[src/rtl/scan_mux.sv]
// scan_mux: registered N-channel, W-bit multiplexer with manual select and
// auto-scan modes. Reports the channel driving the output and pulses
// chan_strobe for one cycle whenever the scan advances to a new channel.
module scan_mux #(
  parameter  int unsigned WIDTH    = 4,
  parameter  int unsigned CHANNELS = 4,
  parameter  int unsigned DWELL    = 4,
  localparam int unsigned SELW     = $clog2(CHANNELS)
) (
  input  logic                      clock,
  input  logic                      resetn,
  input  logic [CHANNELS*WIDTH-1:0] data_in,
  input  logic [SELW-1:0]           sel,
  input  logic                      mode,
  input  logic                      hold,
  output logic [WIDTH-1:0]          out,
  output logic [SELW-1:0]           out_sel,
  output logic                      chan_strobe
);

  localparam int unsigned DW = (DWELL > 1) ? $clog2(DWELL) : 1;

  typedef enum logic {
    MANUAL = 1'b0,
    SCAN   = 1'b1
  } state_e;

  state_e           state_q, state_d;
  logic [SELW-1:0]  cur_ch_q, cur_ch_d;
  logic [DW-1:0]    dwell_q, dwell_d;
  logic [WIDTH-1:0] out_q, out_d;
  logic             strobe_q, strobe_d;
  logic             sel_ok;
  logic [SELW-1:0]  next_ch;

  // Out-of-range manual indices are only possible when CHANNELS is not a power of two.
  if (CHANNELS == (2 ** SELW)) begin : g_sel_full
    assign sel_ok = 1'b1;
  end else begin : g_sel_part
    assign sel_ok = (sel < SELW'(CHANNELS));
  end

  // Scan successor of the current channel, wrapping after the last one.
  always_comb begin
    next_ch = (cur_ch_q == SELW'(CHANNELS - 1)) ? '0 : cur_ch_q + SELW'(1);
  end

  // Next-state logic: hold freezes everything, otherwise mode decides the transition.
  always_comb begin
    state_d  = state_q;
    cur_ch_d = cur_ch_q;
    dwell_d  = dwell_q;
    out_d    = out_q;
    strobe_d = 1'b0;
    if (!hold) begin
      unique case (state_q)
        MANUAL: begin
          dwell_d = '0;
          if (mode) begin
            state_d = SCAN;
          end else if (sel_ok) begin
            cur_ch_d = sel;
          end
        end
        SCAN: begin
          if (!mode) begin
            state_d = MANUAL;
            dwell_d = '0;
            if (sel_ok) begin
              cur_ch_d = sel;
            end
          end else if (dwell_q == DW'(DWELL - 1)) begin
            dwell_d  = '0;
            cur_ch_d = next_ch;
            strobe_d = 1'b1;
          end else begin
            dwell_d = dwell_q + DW'(1);
          end
        end
        default: state_d = MANUAL;
      endcase
      // Output data always follows the channel being loaded on this edge.
      out_d = '0;
      for (int unsigned k = 0; k < CHANNELS; k++) begin
        if (cur_ch_d == SELW'(k)) begin
          out_d = data_in[k*WIDTH +: WIDTH];
        end
      end
    end
  end

  // State and output registers with asynchronous active-low reset.
  always_ff @(posedge clock or negedge resetn) begin
    if (!resetn) begin
      state_q  <= MANUAL;
      cur_ch_q <= '0;
      dwell_q  <= '0;
      out_q    <= '0;
      strobe_q <= 1'b0;
    end else begin
      state_q  <= state_d;
      cur_ch_q <= cur_ch_d;
      dwell_q  <= dwell_d;
      out_q    <= out_d;
      strobe_q <= strobe_d;
    end
  end

  assign out         = out_q;
  assign out_sel     = cur_ch_q;
  assign chan_strobe = strobe_q;

endmodule

[config.mk]
export PLATFORM = sky130hd
export DESIGN_NAME = scan_mux
export DESIGN_NICKNAME = d
export VERILOG_FILES = /design/src/rtl/scan_mux.sv
export SDC_FILE = /design/constraint.sdc
export NUM_CORES = 1
export LEC_CHECK = 0
export CAP_MARGIN = 20
export CORE_MARGIN = 4
export CORE_UTILIZATION = 45
export DETAILED_ROUTE_END_ITERATION = 6
export DONT_BUFFER_PORTS = 1
export PLACE_DENSITY = 0.63
export SYNTH_ARGS = -nofsm -noshare
export SYNTH_HDL_FRONTEND = slang
export SYNTH_SLANG_ARGS = --single-unit
[constraint.sdc]
create_clock -name clock -period 3.46 [get_ports clock]
set_input_delay 0.692 -clock clock [delete_from_list [all_inputs] [get_ports clock]]
set_output_delay 0.692 -clock clock [all_outputs]
set_load 0.01 [all_outputs]
==> reports/qor.txt, run 1 <==
number of CTS-inserted buffers - 3
DP Wirelength - 1046 µm
maximum number of pins on one net before global-route repair - 18
total track usage - 0.1565
launching point of the worst reg2reg path - out_sel[0]
layout cells sized above 1 - 0.1167
final worst hold slack - 0.1221 ns
row cnt - 13
RD Place Congestion - 0.7548
final core utilization - 0.4885
ant diodes - 0
# H-tree levels - 1
effective utilization at floorplan - 0.4750
number of warnings reported in the yosys synthesis log - 0
latest clock arrival within the worst-skew pair - 0.26 ns
count of hold buffers inserted by post-cts repair - 0
number of synthesized flops with an enable pin - 0
count of distinct cell types in the synthesized netlist - 23
count of max-cap constraint violations - 0
starting DRC count in detailed routing - 13
number of vias after detailed routing - 488
height of the die - 45.06 µm
wire length of the first global-routing pass - 2214 µm
mean post-synth cell area - 10.13 µm²
sequential area share after synthesis - 0.4049
instance area after placement - 613.1 µm²
post-DR vias/cell - 6.507
drt total wl - 1367 µm
worst hold-check path type - primary input to async pin
synthesized instance count - 61
fin crit period - 2.085 ns
Synthesized Nets - 85
actual transition at the worst max-transition pin - 0.4767 ns
routed length per instance - 18.23 µm
number of pins with negative max-slew slack in the final report - 0
NumNets Final - 86
placed cell count - 72
final setup violation count - 0
clock input transition at the sequential cells of the worst setup and hold paths - 0.06 ns
drc violations - 0
minimum setup slack among reg-to-reg paths - 1.38 ns
Top FF cell, synth - sky130_fd_sc_hd__dfrtp_1
count of input and output buffers - 0
worst reg2reg endpoint - out[3]
arrival time at the worst endpoint - 2.20 ns
Die Width - 45.06 µm
share of the cycle needed by the critical path after routing - 0.6025
maximum VDD drop - 0.2530 mV
Power Total - 0.2774 mW
synthesized area - 618.1 µm²
final setup margin - 1.375 ns
fraction of registers with async set or reset after synthesis - 1.000
fill cell total of the finished layout - 137
final total negative setup slack - 0 ns
number of sinks driven by the clock tree - 10
post-route cell area - 635.6 µm²
floorplan die area - 2030 µm²
clk root buf - sky130_fd_sc_hd__clkbuf_4
CP required - 3.57 ns
Slowest cell on crit path - sky130_fd_sc_hd__a2111oi_0
count of TritonRoute iterations in the first routing pass - 4
via count of the first global-routing pass - 510
RSZ-0062 raised after global routing - false
longest individual stage delay on the worst path - 0.55 ns
register area - 250.2 µm²
tightest slew margin relative to the limit - 0.6740
leading cell type in the layout, fill and taps excluded - sky130_fd_sc_hd__dfrtp_1
critical path cell sequence - ha_1 -> nand3_4 -> a31o_1 -> a2111oi_0 -> a221oi_1
Worst Clk Skew - 0.001190 ns
I/O pin count - 29
P_leak - 0.2677 nW
Multi-input gate area - 325.3 µm²
number of cells in the finished layout apart from fillers - 75
max frequency - 479.7 MHz
logic depth of the worst register-to-register path - 5
TritonCTS clock tree - done
maximum clock path buffer count - 2
grt total ovfl - 0
power density over the cells - 436.5 nW/µm²
core region area - 1301 µm²
kind of launch point of the worst setup path - register
final count of hold timing violations - 0
top library cells by usage in the layout, fill and taps aside - sky130_fd_sc_hd__dfrtp_1 (10), sky130_fd_sc_hd__o21ai_0 (7), sky130_fd_sc_hd__inv_1 (5), sky130_fd_sc_hd__a31oi_1 (5)
final antenna-violating net count - 0
synth-to-layout area growth - 2.834%
outcome - completed
post_cts resized - 0
Worst Setup End Kind - register
Setup Fix Bufs, Post-CTS - 0
Post-Place Worst Slack - 1.379 ns
WS Path Type - register to register
maximum net fanout on the critical path - 9
flops & latches, synth - 10
antenna violations before repair - 0
[routing by layer]
metal,GRT usage,routed length (µm),part of all wire
met5,0,0,0
met4,0.07018,19,0.014
met3,0.08367,141,0.10
met2,0.2147,598,0.44
met1,0.2010,607,0.44
[worst max path at each step]
stage | startpoint | to | depth (start not counted) | slack, ns
CTS | out_sel[0] | out[3] | 5 | 1.35
finish | out_sel[0] | out[3] | 5 | 1.38
global placement | out_sel[0] | out[0] | 5 | 1.51
detailed placement | out_sel[0] | out[3] | 5 | 1.38
floorplan | dwell_q[0] | out[0] | 6 | 1.66
global route | out_sel[0] | out[3] | 5 | 1.21
[report_power, final]
part | switching, mW | total [mW] | leakage [nW] | internal [mW]
combinational | 0.0245 | 0.0505 | 0.133 | 0.0260
sequential | 0.0193 | 0.151 | 0.121 | 0.131
clock | 0.0364 | 0.0765 | 0.0138 | 0.0400
[area by class of cell]
class	count	share of cell area
multi-input combinational	42	0.5118
tap	15	0.02953
sequential	10	0.3937
clock buffer	3	0.03543
inverter	5	0.02953
[worst max-delay path, delay by kind of cell (launching register included)]
kind / cells / cell delay (ns)
AO/OA/AOI/OAI: 3 / 1.03
flip-flops: 1 / 0.46
AND/OR/NAND/NOR: 1 / 0.10
adder cells (fa/ha/maj): 1 / 0.36
[cell families after synthesis]
family                   after synthesis  share of synthesized area
buffers and inverters                  9                    0.06882
flip-flops                            10                     0.4049
multiplexers                           5                    0.08300
adder cells (fa/ha/maj)                2                    0.04048
AO/OA/AOI/OAI                         24                     0.2895
AND/OR/NAND/NOR                       11                     0.1134
[registers in the layout, summed over array words and instances, names as in the netlist]
signal,count
chan_strobe,1
dwell_q,2
out_sel,2
state_q,1
out,4
[cell usage after synthesis, types with 2 or more instances]
library cell | instances | area (µm²)
sky130_fd_sc_hd__dfrtp_1 | 10 | 250.2
sky130_fd_sc_hd__o21ai_0 | 7 | 35.03
sky130_fd_sc_hd__a31oi_1 | 5 | 31.28
sky130_fd_sc_hd__inv_1 | 5 | 18.77
sky130_fd_sc_hd__a2111oi_0 | 4 | 35.03
sky130_fd_sc_hd__a221oi_1 | 4 | 35.03
sky130_fd_sc_hd__mux2i_1 | 4 | 40.04
sky130_fd_sc_hd__nand2_1 | 3 | 11.26
sky130_fd_sc_hd__nor2_1 | 3 | 11.26
sky130_fd_sc_hd__clkbuf_1 | 2 | 7.510
sky130_fd_sc_hd__ha_1 | 2 | 25.02
(Power assumes the default switching activity.)
==> inputs of run 2 (changes only) <==
--- a/config.mk
+++ b/config.mk
@@ -10,7 +10,7 @@
 export CORE_UTILIZATION = 45
 export DETAILED_ROUTE_END_ITERATION = 6
 export DONT_BUFFER_PORTS = 1
-export PLACE_DENSITY = 0.63
+export PLACE_DENSITY = 0.65
 export SYNTH_ARGS = -nofsm -noshare
 export SYNTH_HDL_FRONTEND = slang
 export SYNTH_SLANG_ARGS = --single-unit
==> constraint.sdc (replaced) <==
create_clock -name clock -period 1.8 [get_ports clock]
set_input_delay 0.36 -clock clock [delete_from_list [all_inputs] [get_ports clock]]
set_output_delay 0.36 -clock clock [all_outputs]
set_load 0.01 [all_outputs]
==> run 2 against run 1 <==
Count of clock-buffer cells in the layout increased by 1. Sequential power increased by 87%. Power increased by 130%. Worst hold slack improved by 0.062 ns. Clock skew increased by 0.0043 ns. Flip-flop and latch count unchanged. Fmax increased by 21%. Global-route usage increased by 0.67 points. Critical endpoint is now out[2]. Largest power group unchanged.
==> reports/qor.txt, run 2 (synthesized netlist as in run 1, its figures left out) <==
outcome - completed (unchanged)
number of CTS-inserted buffers - 3 (unchanged)
worst hold start - hold
kind of launch point of the worst setup path - register (unchanged)
via count of the first global-routing pass - 498 (was 510)
floorplan die area - 2030 µm² (unchanged)
CP required - 1.97 ns (was 3.57 ns)
row cnt - 13 (unchanged)
post-route cell area - 772.0 µm² (was 635.6 µm²)
height of the die - 45.06 µm (unchanged)
maximum number of pins on one net before global-route repair - 18 (unchanged)
Routed met3 length - 144 µm (was 141 µm)
switching power as a share of total power - 0.2891 (was 0.2890)
worst min-delay path endpoint - out[0]
ant diodes - 0 (unchanged)
placed cell count - 81 (was 72)
synth-to-layout area growth - 24.90% (was 2.834%)
instance area after placement - 683.2 µm² (was 613.1 µm²)
longest individual stage delay on the worst path - 0.40 ns (was 0.55 ns)
launching point of the worst reg2reg path - dwell_q[0] (was out_sel[0])
minimum setup slack among reg-to-reg paths - 0.08 ns (was 1.38 ns)
worst hold-check path type - primary input to register (was primary input to async pin)
critical path cell sequence - ha_2 -> a21bo_4 -> a31o_4 -> buf_4 -> mux2i_1 -> a221oi_1 (was ha_1 -> nand3_4 -> a31o_1 -> a2111oi_0 -> a221oi_1)
power density over the cells - 829.6 nW/µm² (was 436.5 nW/µm²)
# H-tree levels - 1 (unchanged)
final core utilization - 0.5933 (was 0.4885)
DP Wirelength - 1128 µm (was 1046 µm)
cell count of the worst hold path - 1
sequential fraction of design power - 0.440 (was 0.543)
top library cells by usage in the layout, fill and taps aside - sky130_fd_sc_hd__dfrtp_1 (10), sky130_fd_sc_hd__buf_4 (9), sky130_fd_sc_hd__o21ai_0 (7), sky130_fd_sc_hd__inv_1 (5), sky130_fd_sc_hd__a31oi_1 (5) (was sky130_fd_sc_hd__dfrtp_1 (10), sky130_fd_sc_hd__o21ai_0 (7), sky130_fd_sc_hd__inv_1 (5), sky130_fd_sc_hd__a31oi_1 (5))
count of input and output buffers - 0 (unchanged)
Die Width - 45.06 µm (unchanged)
proportion of power drawn by the clock network - 0.323 (was 0.276)
Combinational Power Share - 0.236 (was 0.182)
fill cell total of the finished layout - 119 (was 137)
clock input transition at the sequential cells of the worst setup and hold paths - 0.07 ns (was 0.06 ns)
count of max-cap constraint violations - 0 (unchanged)
number of vias after detailed routing - 533 (was 488)
Worst Setup End Kind - register (unchanged)
latest clock arrival within the worst-skew pair - 0.27 ns (was 0.26 ns)
max frequency - 580.4 MHz (was 479.7 MHz)
I/O pin count - 29 (unchanged)
power dissipated by switching net loads - 0.1851 mW (was 0.08019 mW)
number of pins with negative max-slew slack in the final report - 0 (unchanged)
starting DRC count in detailed routing - 10 (was 13)
NumNets Final - 96 (was 86)
leading cell type in the layout, fill and taps excluded - sky130_fd_sc_hd__dfrtp_1 (unchanged)
WS Path Type - register to register (unchanged)
maximum net fanout on the critical path - 6 (was 9)
fin crit period - 1.723 ns (was 2.085 ns)
number of flip-flops under the largest register name - 4 (unchanged)
final count of hold timing violations - 0 (unchanged)
maximum VDD drop - 0.3666 mV (was 0.2530 mV)
logic depth of the worst register-to-register path - 6 (was 5)
TritonCTS clock tree - done (unchanged)
antenna violations before repair - 0 (unchanged)
Slowest cell on crit path - sky130_fd_sc_hd__dfrtp_1 (was sky130_fd_sc_hd__a2111oi_0)
final antenna-violating net count - 0 (unchanged)
number of sinks driven by the clock tree - 10 (unchanged)
Power Total - 0.6404 mW (was 0.2774 mW)
post-DR vias/cell - 6.198 (was 6.507)
Met2 Wirelength - 643 µm (was 598 µm)
Crit path buffers/inverters - 1 (was 0)
Worst Clk Skew - 0.005464 ns (was 0.001190 ns)
drc violations - 0 (unchanged)
cell-internal power - 0.4553 mW (was 0.1973 mW)
wire length of the first global-routing pass - 2332 µm (was 2214 µm)
maximum clock path buffer count - 2 (unchanged)
number of cells in the finished layout apart from fillers - 86 (was 75)
P_leak - 0.3298 nW (was 0.2677 nW)
tightest slew margin relative to the limit - 0.6824 (was 0.6740)
share of the cycle needed by the critical path after routing - 0.9572 (was 0.6025)
count of TritonRoute iterations in the first routing pass - 4 (unchanged)
grt total ovfl - 0 (unchanged)
arrival time at the worst endpoint - 1.89 ns (was 2.20 ns)
family with the most delay on the worst path - compound AO/OA/AOI/OAI gates (unchanged)
actual transition at the worst max-transition pin - 0.4748 ns (was 0.4767 ns)
top layer used by detailed routing - met4 (unchanged)
layout cells sized above 1 - 0.3521 (was 0.1167)
effective utilization at floorplan - 0.4750 (unchanged)
final setup violation count - 0 (unchanged)
RD Place Congestion - 0.8159 (was 0.7548)
drt total wl - 1488 µm (was 1367 µm)
worst reg2reg endpoint - out[2] (was out[3])
routed length per instance - 17.30 µm (was 18.23 µm)
total track usage - 0.1632 (was 0.1565)
clk root buf - sky130_fd_sc_hd__clkbuf_4 (unchanged)
routed length on met1 - 680 µm (was 607 µm)
core region area - 1301 µm² (unchanged)
[run 2: power groups by stage]
stage | Sequential [mW] | Combinational [mW] | Clock (mW)
finish | 0.282 | 0.151 | 0.207
global route | 0.286 | 0.166 | 0.225
CTS | 0.283 | 0.135 | 0.213
detailed placement | 0.287 | 0.128 | 0
global placement | 0.285 | 0.125 | 0
floorplan | 0.286 | 0.0939 | 0
[run 2: layout make-up]
cell class / instances / area [µm²] / area share
multi-input cells: 42 / 370.4 / 0.4797
flip-flops and latches: 10 / 250.2 / 0.3241
repair buffers: 10 / 77.57 / 0.1005
clock buffers: 4 / 36.28 / 0.04700
inverters: 5 / 18.77 / 0.02431
well taps: 15 / 18.77 / 0.02431
[run 2: how the worst max path moves through the flow]
| stage | from | to | slack [ns] | cells past startpoint |
|---|---|---|---|---|
| after CTS | dwell_q[0] | out[0] | 0.005 | 6 |
| final | dwell_q[0] | out[2] | 0.08 | 6 |
| after global placement | dwell_q[0] | out[0] | 0.002 | 5 |
| after floorplan | out_sel[0] | out[0] | 0.01 | 6 |
| after detailed placement | out_sel[0] | out[0] | -0.01 | 5 |
| after global routing | out_sel[0] | out[0] | -0.02 | 5 |
[run 2: through the flow]
stage               hold slack (ns)  setup TNS [ns]  setup slack (ns)
finish                       0.1844               0           0.07712
global route                 0.1630        -0.02128          -0.02128
CTS                          0.1823               0          0.004762
detailed placement          0.06470        -0.01002          -0.01002
global placement            0.06471               0          0.001726
floorplan                   0.06441               0           0.01116
[run 2: what timing repair did]
item | 4_1_cts | 5_1_grt
endpoints found under the setup margin | 1 | 4
resized for setup | 1 | 11
buffers inserted | 0 | 0
hold endpoints to repair | 10 | 0
gates cloned | 0 | 0
hold buffers | 1 | 0
[run 2: worst register-to-register path: stages, from the launching register on]
cell and delay [ns]:
sky130_fd_sc_hd__dfrtp_1 0.40, sky130_fd_sc_hd__ha_2 0.22, sky130_fd_sc_hd__a21bo_4 0.22, sky130_fd_sc_hd__a31o_4 0.26, sky130_fd_sc_hd__buf_4 0.15, sky130_fd_sc_hd__mux2i_1 0.11, sky130_fd_sc_hd__a221oi_1 0.27
[run 2: per-layer routing]
metal,GRT usage,vias to the layer above
met5,0,-
met4,0.08772,0
met3,0.07171,2
met2,0.2203,27
met1,0.2164,251
li1,-,253
